<file path="config.mk">
export PLATFORM = sky130hd
export DESIGN_NAME = psum_accum_sfu
export DESIGN_NICKNAME = d
export VERILOG_FILES = /design/src/rtl/psum_pkg.sv /design/src/rtl/psum_sat_relu.sv /design/src/rtl/psum_accum_sfu.sv
export SDC_FILE = /design/constraint.sdc
export NUM_CORES = 2
export LEC_CHECK = 0
export CAP_MARGIN = 15
export CORE_MARGIN = 2
export CORE_UTILIZATION = 45
export CTS_CLUSTER_DIAMETER = 30
export DETAILED_ROUTE_END_ITERATION = 7
export SETUP_SLACK_MARGIN = 0.4
export SYNTH_ARGS = -nofsm -noshare
export SYNTH_HDL_FRONTEND = slang
export SYNTH_HIERARCHICAL = 1
export SYNTH_SLANG_ARGS = --single-unit
</file>
<file path="constraint.sdc">
create_clock -name clk -period 13.9 [get_ports clk]
set_input_delay 3.475 -clock clk [delete_from_list [all_inputs] [get_ports clk]]
set_output_delay 3.475 -clock clk [all_outputs]
set_load 0.02 [all_outputs]
</file>
<file path="src/rtl/psum_pkg.sv">
// Shared definitions for the psum accumulator / special-function unit.
// Holds the FSM encoding, saturation bounds for the default lane width, and a lane-slice helper.
package psum_pkg;

    typedef enum logic [1:0] {
        ST_IDLE  = 2'd0,
        ST_ACCUM = 2'd1,
        ST_DRAIN = 2'd2,
        ST_DONE  = 2'd3
    } state_e;

    localparam int unsigned PSUM_BW_DEF = 16;
    localparam logic [PSUM_BW_DEF-1:0] PSUM_MAX = 16'h7FFF;
    localparam logic [PSUM_BW_DEF-1:0] PSUM_MIN = 16'h8000;

    // Bit offset of lane k inside a packed beat.
    function automatic int unsigned lane_lsb(input int unsigned k, input int unsigned bw);
        return k * bw;
    endfunction

endpackage

</file>
<file path="src/rtl/psum_sat_relu.sv">
// One psum lane: optional saturating add of the buffered entry, then optional ReLU.
// y = use_b ? sat(a + b) : a, with negative results forced to zero when relu is set.
module psum_sat_relu #(
    parameter int unsigned psum_bw = 16
) (
    input  logic [psum_bw-1:0] a,
    input  logic [psum_bw-1:0] b,
    input  logic               use_b,
    input  logic               relu,
    output logic [psum_bw-1:0] y
);

    localparam logic [psum_bw-1:0] SAT_MAX = {1'b0, {(psum_bw-1){1'b1}}};
    localparam logic [psum_bw-1:0] SAT_MIN = {1'b1, {(psum_bw-1){1'b0}}};

    logic [psum_bw:0]   sum;
    logic [psum_bw-1:0] sat;

    always_comb begin
        sum = {a[psum_bw-1], a};
        if (use_b) begin
            sum = {a[psum_bw-1], a} + {b[psum_bw-1], b};
        end
        // Extra sign bit disagreeing with the top result bit means the add overflowed.
        if (sum[psum_bw] != sum[psum_bw-1]) begin
            sat = sum[psum_bw] ? SAT_MIN : SAT_MAX;
        end else begin
            sat = sum[psum_bw-1:0];
        end
        y = (relu && sat[psum_bw-1]) ? '0 : sat;
    end

endmodule

</file>
<file path="src/rtl/psum_accum_sfu.sv">
// Consumer end of the MAC-array psum stream: accumulates beats across input-channel tiles
// into a per-position buffer and streams ReLU'd, saturated results out on the final tile.
module psum_accum_sfu
    import psum_pkg::*;
#(
    parameter int unsigned psum_bw = 16,
    parameter int unsigned col     = 8,
    parameter int unsigned depth   = 16,
    parameter int unsigned addr_bw = 4
) (
    input  logic                   clk,
    input  logic                   reset_n,
    input  logic                   start,
    input  logic [3:0]             num_tiles,
    input  logic                   relu_en,
    input  logic                   in_valid,
    output logic                   in_ready,
    input  logic [col*psum_bw-1:0] in_psum,
    output logic                   out_valid,
    input  logic                   out_ready,
    output logic [col*psum_bw-1:0] out_data,
    output logic [addr_bw-1:0]     out_addr,
    output logic                   busy,
    output logic                   done
);

    localparam int unsigned        DW       = col * psum_bw;
    localparam logic [addr_bw-1:0] PTR_LAST = addr_bw'(depth - 1);

    state_e               state_q;
    logic [addr_bw-1:0]   ptr_q;
    logic [3:0]           tile_q;
    logic [3:0]           last_tile_q;
    logic                 relu_q;
    logic                 in_done_q;
    logic                 out_valid_q;
    logic [DW-1:0]        out_data_q;
    logic [addr_bw-1:0]   out_addr_q;
    logic                 done_q;
    logic [DW-1:0]        buf_q [depth];

    logic [DW-1:0]        sum_d;
    logic [addr_bw-1:0]   ptr_d;
    logic                 accept;
    logic                 out_hs;
    logic                 ptr_last;

    always_comb begin
        in_ready = 1'b0;
        unique case (state_q)
            ST_ACCUM: in_ready = 1'b1;
            ST_DRAIN: in_ready = !in_done_q && (!out_valid_q || out_ready);
            default:  in_ready = 1'b0;
        endcase
    end

    assign accept   = in_valid && in_ready;
    assign out_hs   = out_valid_q && out_ready;
    assign ptr_last = (ptr_q == PTR_LAST);
    assign ptr_d    = ptr_last ? '0 : ptr_q + addr_bw'(1);

    // Tile 0 passes the beat straight through, so stale buffer contents never matter.
    for (genvar k = 0; k < col; k++) begin : g_lane
        psum_sat_relu #(.psum_bw(psum_bw)) u_lane (
            .a     (in_psum[k*psum_bw +: psum_bw]),
            .b     (buf_q[ptr_q][k*psum_bw +: psum_bw]),
            .use_b (tile_q != 4'd0),
            .relu  (relu_q && (state_q == ST_DRAIN)),
            .y     (sum_d[k*psum_bw +: psum_bw])
        );
    end

    always_ff @(posedge clk) begin
        if (reset_n && accept && (state_q == ST_ACCUM)) begin
            buf_q[ptr_q] <= sum_d;
        end
    end

    always_ff @(posedge clk) begin
        if (!reset_n) begin
            state_q     <= ST_IDLE;
            ptr_q       <= '0;
            tile_q      <= '0;
            last_tile_q <= '0;
            relu_q      <= 1'b0;
            in_done_q   <= 1'b0;
            out_valid_q <= 1'b0;
            out_data_q  <= '0;
            out_addr_q  <= '0;
            done_q      <= 1'b0;
        end else begin
            done_q <= 1'b0;
            unique case (state_q)
                ST_IDLE: begin
                    if (start) begin
                        ptr_q       <= '0;
                        tile_q      <= '0;
                        in_done_q   <= 1'b0;
                        relu_q      <= relu_en;
                        last_tile_q <= (num_tiles == 4'd0) ? 4'd0 : num_tiles - 4'd1;
                        state_q     <= (num_tiles > 4'd1) ? ST_ACCUM : ST_DRAIN;
                    end
                end
                ST_ACCUM: begin
                    if (accept) begin
                        ptr_q <= ptr_d;
                        if (ptr_last) begin
                            tile_q <= tile_q + 4'd1;
                            if ((tile_q + 4'd1) == last_tile_q) begin
                                state_q <= ST_DRAIN;
                            end
                        end
                    end
                end
                ST_DRAIN: begin
                    // A new accept reloads the output register in the same cycle it hands off.
                    if (accept) begin
                        out_data_q  <= sum_d;
                        out_addr_q  <= ptr_q;
                        out_valid_q <= 1'b1;
                        ptr_q       <= ptr_d;
                        if (ptr_last) begin
                            in_done_q <= 1'b1;
                        end
                    end else if (out_hs) begin
                        out_valid_q <= 1'b0;
                    end
                    if (out_hs && (out_addr_q == PTR_LAST)) begin
                        state_q <= ST_DONE;
                        done_q  <= 1'b1;
                    end
                end
                ST_DONE: begin
                    state_q <= ST_IDLE;
                end
                default: begin
                    state_q <= ST_IDLE;
                end
            endcase
        end
    end

    assign out_valid = out_valid_q;
    assign out_data  = out_data_q;
    assign out_addr  = out_addr_q;
    assign done      = done_q;
    assign busy      = (state_q == ST_ACCUM) || (state_q == ST_DRAIN);

endmodule

</file>
# Word level (Yosys, flattened, before mapping)
# Memory sizes are Yosys's and may differ from the RTL's. A register that Yosys moved wholly into a read port is not among the register bits.
# Cells that the tools add are included.
# W data, S select, Z words.
dict set report word_totals {
  reg_bits 150
  mem_bits_rw 2048
  output_inout_bits 136
  elab_cells 139
  n_memories 1
}
dict set report classes {
  add_sub_neg 11
  order_cmp 1
  n_eq_ne 22
  mux 59
  n_reduce_logical 35
}
# name depth word_bits read_ports rd_clocked_by_memory_dff wr line_no
set memory_table {}
lappend memory_table {buf_q 16 128 1 1 1 psum_accum_sfu.sv:40} ;# logic [DW-1:0] buf_q [depth];
# operator n
set ops {}
lappend ops {{$mux W16} 24}
lappend ops {{$add A16 B16 Y17} 8}
lappend ops {{$mux W17} 8}
lappend ops {{$mux W4} 8}
lappend ops {{$pmux W4 S2} 2}
lappend ops {{$logic_and A1 B1 Y1} 15}
lappend ops {{$ne A2 B2 Y1 const B} 7}
lappend ops {{$mux W2} 6}
lappend ops {{$add A4 B1 Y4 const B} 2}
lappend ops {{$eq A4 B4 Y1 const B} 2}
lappend ops {{$mux W1} 8}
lappend ops {{$ne A1 B1 Y1} 8}
lappend ops {{$pmux W2 S4} 1}
lappend ops {{$reduce_and A2 Y1} 4}
lappend ops {{$reduce_and A4 Y1} 2}
lappend ops {{$reduce_bool A2 Y1} 4}
lappend ops {{$reduce_and A5 Y1} 1}
lappend ops {{$eq A2 B2 Y1 const B} 2}
lappend ops {{$eq A4 B4 Y1} 1}
lappend ops {{$gt A4 B1 Y1 const B} 1}
lappend ops {{$logic_not A4 Y1} 1}
lappend ops {{$pmux W1 S2} 2}
lappend ops {{$reduce_bool A4 Y1} 1}
lappend ops {{$sub A4 B1 Y4 const B} 1}
lappend ops {{other kinds (7)} 9}

# Logic depth before layout (Yosys ltp)
dict set report logic_depth {
  ltp_word 9
  ltp_mapped 19
  mapped_depth_nobuf 15
}

# Cells and area by module
# The synthesis kept the hierarchy.
# module n_inst cells_per_inst area_per_inst_um2 seq_area_each_um2
set by_module_without_submodules {}
lappend by_module_without_submodules {psum_accum_sfu 1 3654 83067.2 64581.9}
lappend by_module_without_submodules {psum_sat_relu 8 150 1138.6 0.0}

# Worst setup path after synthesis
# No wires, ideal clock.
dict set report synth_timing {
  path_kind {input port to flip-flop}
  start {input in_valid}
  end {memory buf_q[0][0] (netlist name) (enable)}
  setup_ps 772
  t_arrival_ps 12774
  required_time_ps 13128
  path_slack_ps 354
  cell_stages 5
  cell_sequence {and2_1 clkbuf_1 and3_1 nand2_1 nor3_1}
}
dict set report synth_between {
  elab_chain_len 5
}
# element line_no
set synth_lines {}
lappend synth_lines {{start: declaration} psum_accum_sfu.sv:16} ;# input logic in_valid,
lappend synth_lines {{$logic_and A1 B1 Y1} psum_accum_sfu.sv:57} ;# assign accept = in_valid && in_ready;
lappend synth_lines {{$logic_and A1 B1 Y1 (2 in series)} psum_accum_sfu.sv:74} ;# if (reset_n && accept && (state_q == ST_ACCUM)) begin
lappend synth_lines {{$mux W1} psum_accum_sfu.sv:74}
lappend synth_lines {{$mux W1 (not written as such)} psum_accum_sfu.sv:75} ;# buf_q[ptr_q] <= sum_d;
lappend synth_lines {{end: declaration} psum_accum_sfu.sv:40}
# Every way passes these cells.

# Worst setup path after layout
dict set report layout_timing {
  start {input out_ready}
  end {output in_ready}
}
dict set report layout_between {
  elab_chain_len 3
}
# element line_no
set layout_lines {}
lappend layout_lines {{start: declaration} psum_accum_sfu.sv:20} ;# input logic out_ready,
lappend layout_lines {{$logic_or A1 B1 Y1} psum_accum_sfu.sv:52} ;# ST_DRAIN: in_ready = !in_done_q && (!out_valid_q || out_ready);
lappend layout_lines {{$logic_and A1 B1 Y1} psum_accum_sfu.sv:52}
lappend layout_lines {{$pmux W1 S2} psum_accum_sfu.sv:50} ;# unique case (state_q)
lappend layout_lines {{end: declaration} psum_accum_sfu.sv:17} ;# output logic in_ready,
# Every way passes these cells.

==> metrics.yaml <==
outcome:
  status: "complete, no violations"
grt:
  antenna_found_initial: 8
  grt_usage_pct: 22.5
  grt_pass1_vias: 52200
  grt_pass1_wl_um: 347000
  met1_usage_pct: 30.4
  grt_busiest_layer: "met2"
  globalRouteMet2Util_pct: 37.8
  grt_overflow: 0
  use_met3_pct: 3.77
  grt_start_max_net_pins: 127
power_and_ir_drop:
  peakVddDrop_v: 0.000121
  share_comb_of_total_power_pct: 7.5
  p_sw_share_pct: 22.0
  leakagePower_nw: 36.4
  internal-power_w: 0.0152
  p_sw_w: 0.00427
  p_per_area_nw_per_um2: 171
  seqPwrFrac_pct: 37.8
  clkPwrFrac_pct: 54.7
clock_tree:
  cts_buffers: 452
  path_clk_slew_ns: 0.05
  worstSkewPairLatency_ns: 0.97
  post_cts_buffers: 0
  cts_resized: 0
  htreeDepth: 5
  cts_hold_buf: 0
  clk_path_buf_depth: 4
  cts_tree: "done"
  cts.sinks: 2202
  cts_root_buf: "clkbuf_16"
setup_path:
  crit_fanout: 6
  crit_chain: "clkdlybuf4s50_1, nor2b_1, o31ai_4, and2_1, clkdlybuf4s50_1"
  cp.required_ns: 10.43
  slowest_stage: "clkdlybuf4s50_1"
  startpoint_type: "input pin"
  slowest_delay_ns: 0.60
  cp-end-kind: "output port"
  arrival_ns: 5.14
  crit_type: "input pin to output port"
  crit_buf_inv: 2
  crit_family: "buffers and inverters"
  crit_path_frequent_cell: "clkdlybuf4s50_1"
yosys:
  yosys_warnings: 6
  synth_top_area_cell: "edfxtp_1"
  synth_most_common_cell: "edfxtp_1"
  syn_inst: 4854
  syn_area_um2: 92200
  synth.distinct_cells: 61
  synth_common_cells: "2,048 x edfxtp_1, 615 x mux4_2, 330 x nand2_1, 184 x nor2_1, 154 x dfxtp_1"
  synth-main-ff-cell: "edfxtp_1"
  synth_edf_count: 2048
  ys_ff_latch: 2202
  seq_area_frac_synth_pct: 70.1
  synth_area_leaders: "edfxtp_1 67%, mux4_2 15%, dfxtp_1 3.3%"
  postSynthAreaPerCell_um2: 19.0
  synth.top_cell.area_share_pct: 66.7
  async_flop_share_pct: 0
  syn-num-nets: 5138
timing:
  fmax_ghz: 0.116
  rsz0062_at_grt: "no"
  drv_slew: 0
  finClkSkew_ns: 0.0676
  finalWorstSetupSlack_ns: 5.28
  slew_headroom_pct: 20.1
  setup_violations: 0
  fin_crit_ns: 8.62
  final_hold_viol_count: 0
  period_share_pct: 62.0
  holdWs_ns: 0.449
  final.setup.tns_ns: 0
  max_slew.worst_pin.slew_ns: 1.20
drt:
  drc: 0
  firstDrtPassIters: 5
  vias: 49700
  wl_um: 235000
  first_iter_violations: 4540
  drt-wirelength-per-cell_um: 27.7
  via_per_inst: 5.84
  drtAntennaViolNets: 0
floorplan:
  fp.dieW_um: 457
  die_y_um: 457
  core_um2: 204000
  rows: 166
  ios: 274
  initial_core_util_pct: 45.1
  die-area_um2: 208000
place:
  dp_hpwl_um: 123000
  place_congestion: 0.833
  dp_slack_ns: 5.21
  portBuffers: 273
worst_hold_path:
  hp-class: "flip-flop to flip-flop"
flow_run:
  maxCapViolCount: 0
layout:
  layout-drive-gt1-share_pct: 27.9
  finalNetCount: 5727
  area_growth_pct: 23.3
path summary, 6_finish.rpt:
check / startpoint / end / slack, ns / cells past startpoint
worst max-delay path: out_ready / in_ready / 5.28 / 5
worst min-delay path: out_data[95] / out_data[95] / 0.45 / 2
worst max register to register: flip-flop / out_data[40] / 5.95 / 15
worst min register to register: out_data[95] / out_data[95] / 0.45 / 2
sequential cells by signal, summed over array words and instances, names as in the netlist, named ones only:
signal and flops:
done 1, out_data 128, ptr_q 4, buf_q 2048, last_tile_q 4, out_addr 4, state_q 2, relu_q 1
tile_q 4, out_valid 1, in_done_q 1
kinds of logic (layout without fill, tap and decap cells):
group / count (synthesis) / count (layout) / synth area share (%)
AND/OR/NAND/NOR: 706 / 706 / 3.43
AO/OA/AOI/OAI: 751 / 751 / 6.42
multiplexers: 640 / 640 / 15.3
XOR/XNOR: 110 / 110 / 1.11
adder cells (fa/ha/maj): 146 / 146 / 2.05
buffers and inverters: 299 / 1261 / 1.63
flip-flops: 2202 / 2202 / 70.1
other: 0 / 3 / 0
tightest hold or removal path: stages, from the launching register on:
cell and delay (ns):
dfxtp_1 0.30, nand2_1 0.05, a21boi_1 0.05
placed cells by master, fill, tap and decap left out, drive strengths merged, types with 26 or more instances in the layout:
master         Yosys  layout
nor3              31      31
ha               138     138
a311oi           121     121
buf              122     125
xnor2             44      44
mux4             615     615
a21o              74      74
o211ai            26      26
inv               35      56
dfxtp            154     154
clkbuf           142     527
nand2            330     330
a211oi            57      57
edfxtp          2048    2048
a21boi           140     140
clkinv             0     163
bufinv             0      65
nor2             184     184
clkinvlp           0      53
o21ai             77      77
clkdlybuf4s50      0     272
xor2              66      66
nor2b             47      47
a21oi            150     150
cell type report:
type / count / area, um^2
clock inverters: 302 / 3450
well taps: 2688 / 3360
clock buffers: 525 / 11800
flip-flops and latches: 2202 / 64600
fillers: 15500 / 90500
inverters: 35 / 131
multi-input cells: 2353 / 26400
repair buffers: 399 / 3940
diodes: 3 / 7.51
through the flow:
| stage | total power, W | util, % | std cells | cell area (um^2) |
|---|---|---|---|---|
| 2_1_floorplan | 0.00853 | - | 4854 | 92200 |
| 3_3_place_gp | 0.00890 | 48.1 | 7654 | 98300 |
| 3_5_place_dp | 0.00892 | 48.1 | 7655 | 98300 |
| 4_1_cts | 0.0196 | 55.6 | 8482 | 113000 |
| 5_1_grt | 0.0200 | 55.7 | 8506 | 114000 |
| 6_report | 0.0194 | 55.7 | 8507 | 114000 |
routing by layer:
metal | up-vias | share of wire [%]
met1 | 26400 | 42
met4 | 0 | 2.3
met3 | 374 | 5.3
met5 | - | 0
met2 | 1547 | 50
li1 | 21400 | -
power by group through the flow:
stage	combinational, W	sequential [W]	clock [W]
after floorplan	0.00107	0.00746	0
after global placement	0.00144	0.00747	0
after detailed placement	0.00145	0.00747	0
after CTS	0.00146	0.00735	0.0108
after global routing	0.00159	0.00734	0.0111
final	0.00146	0.00735	0.0106
Note: power is estimated with default switching activity, not from simulation.
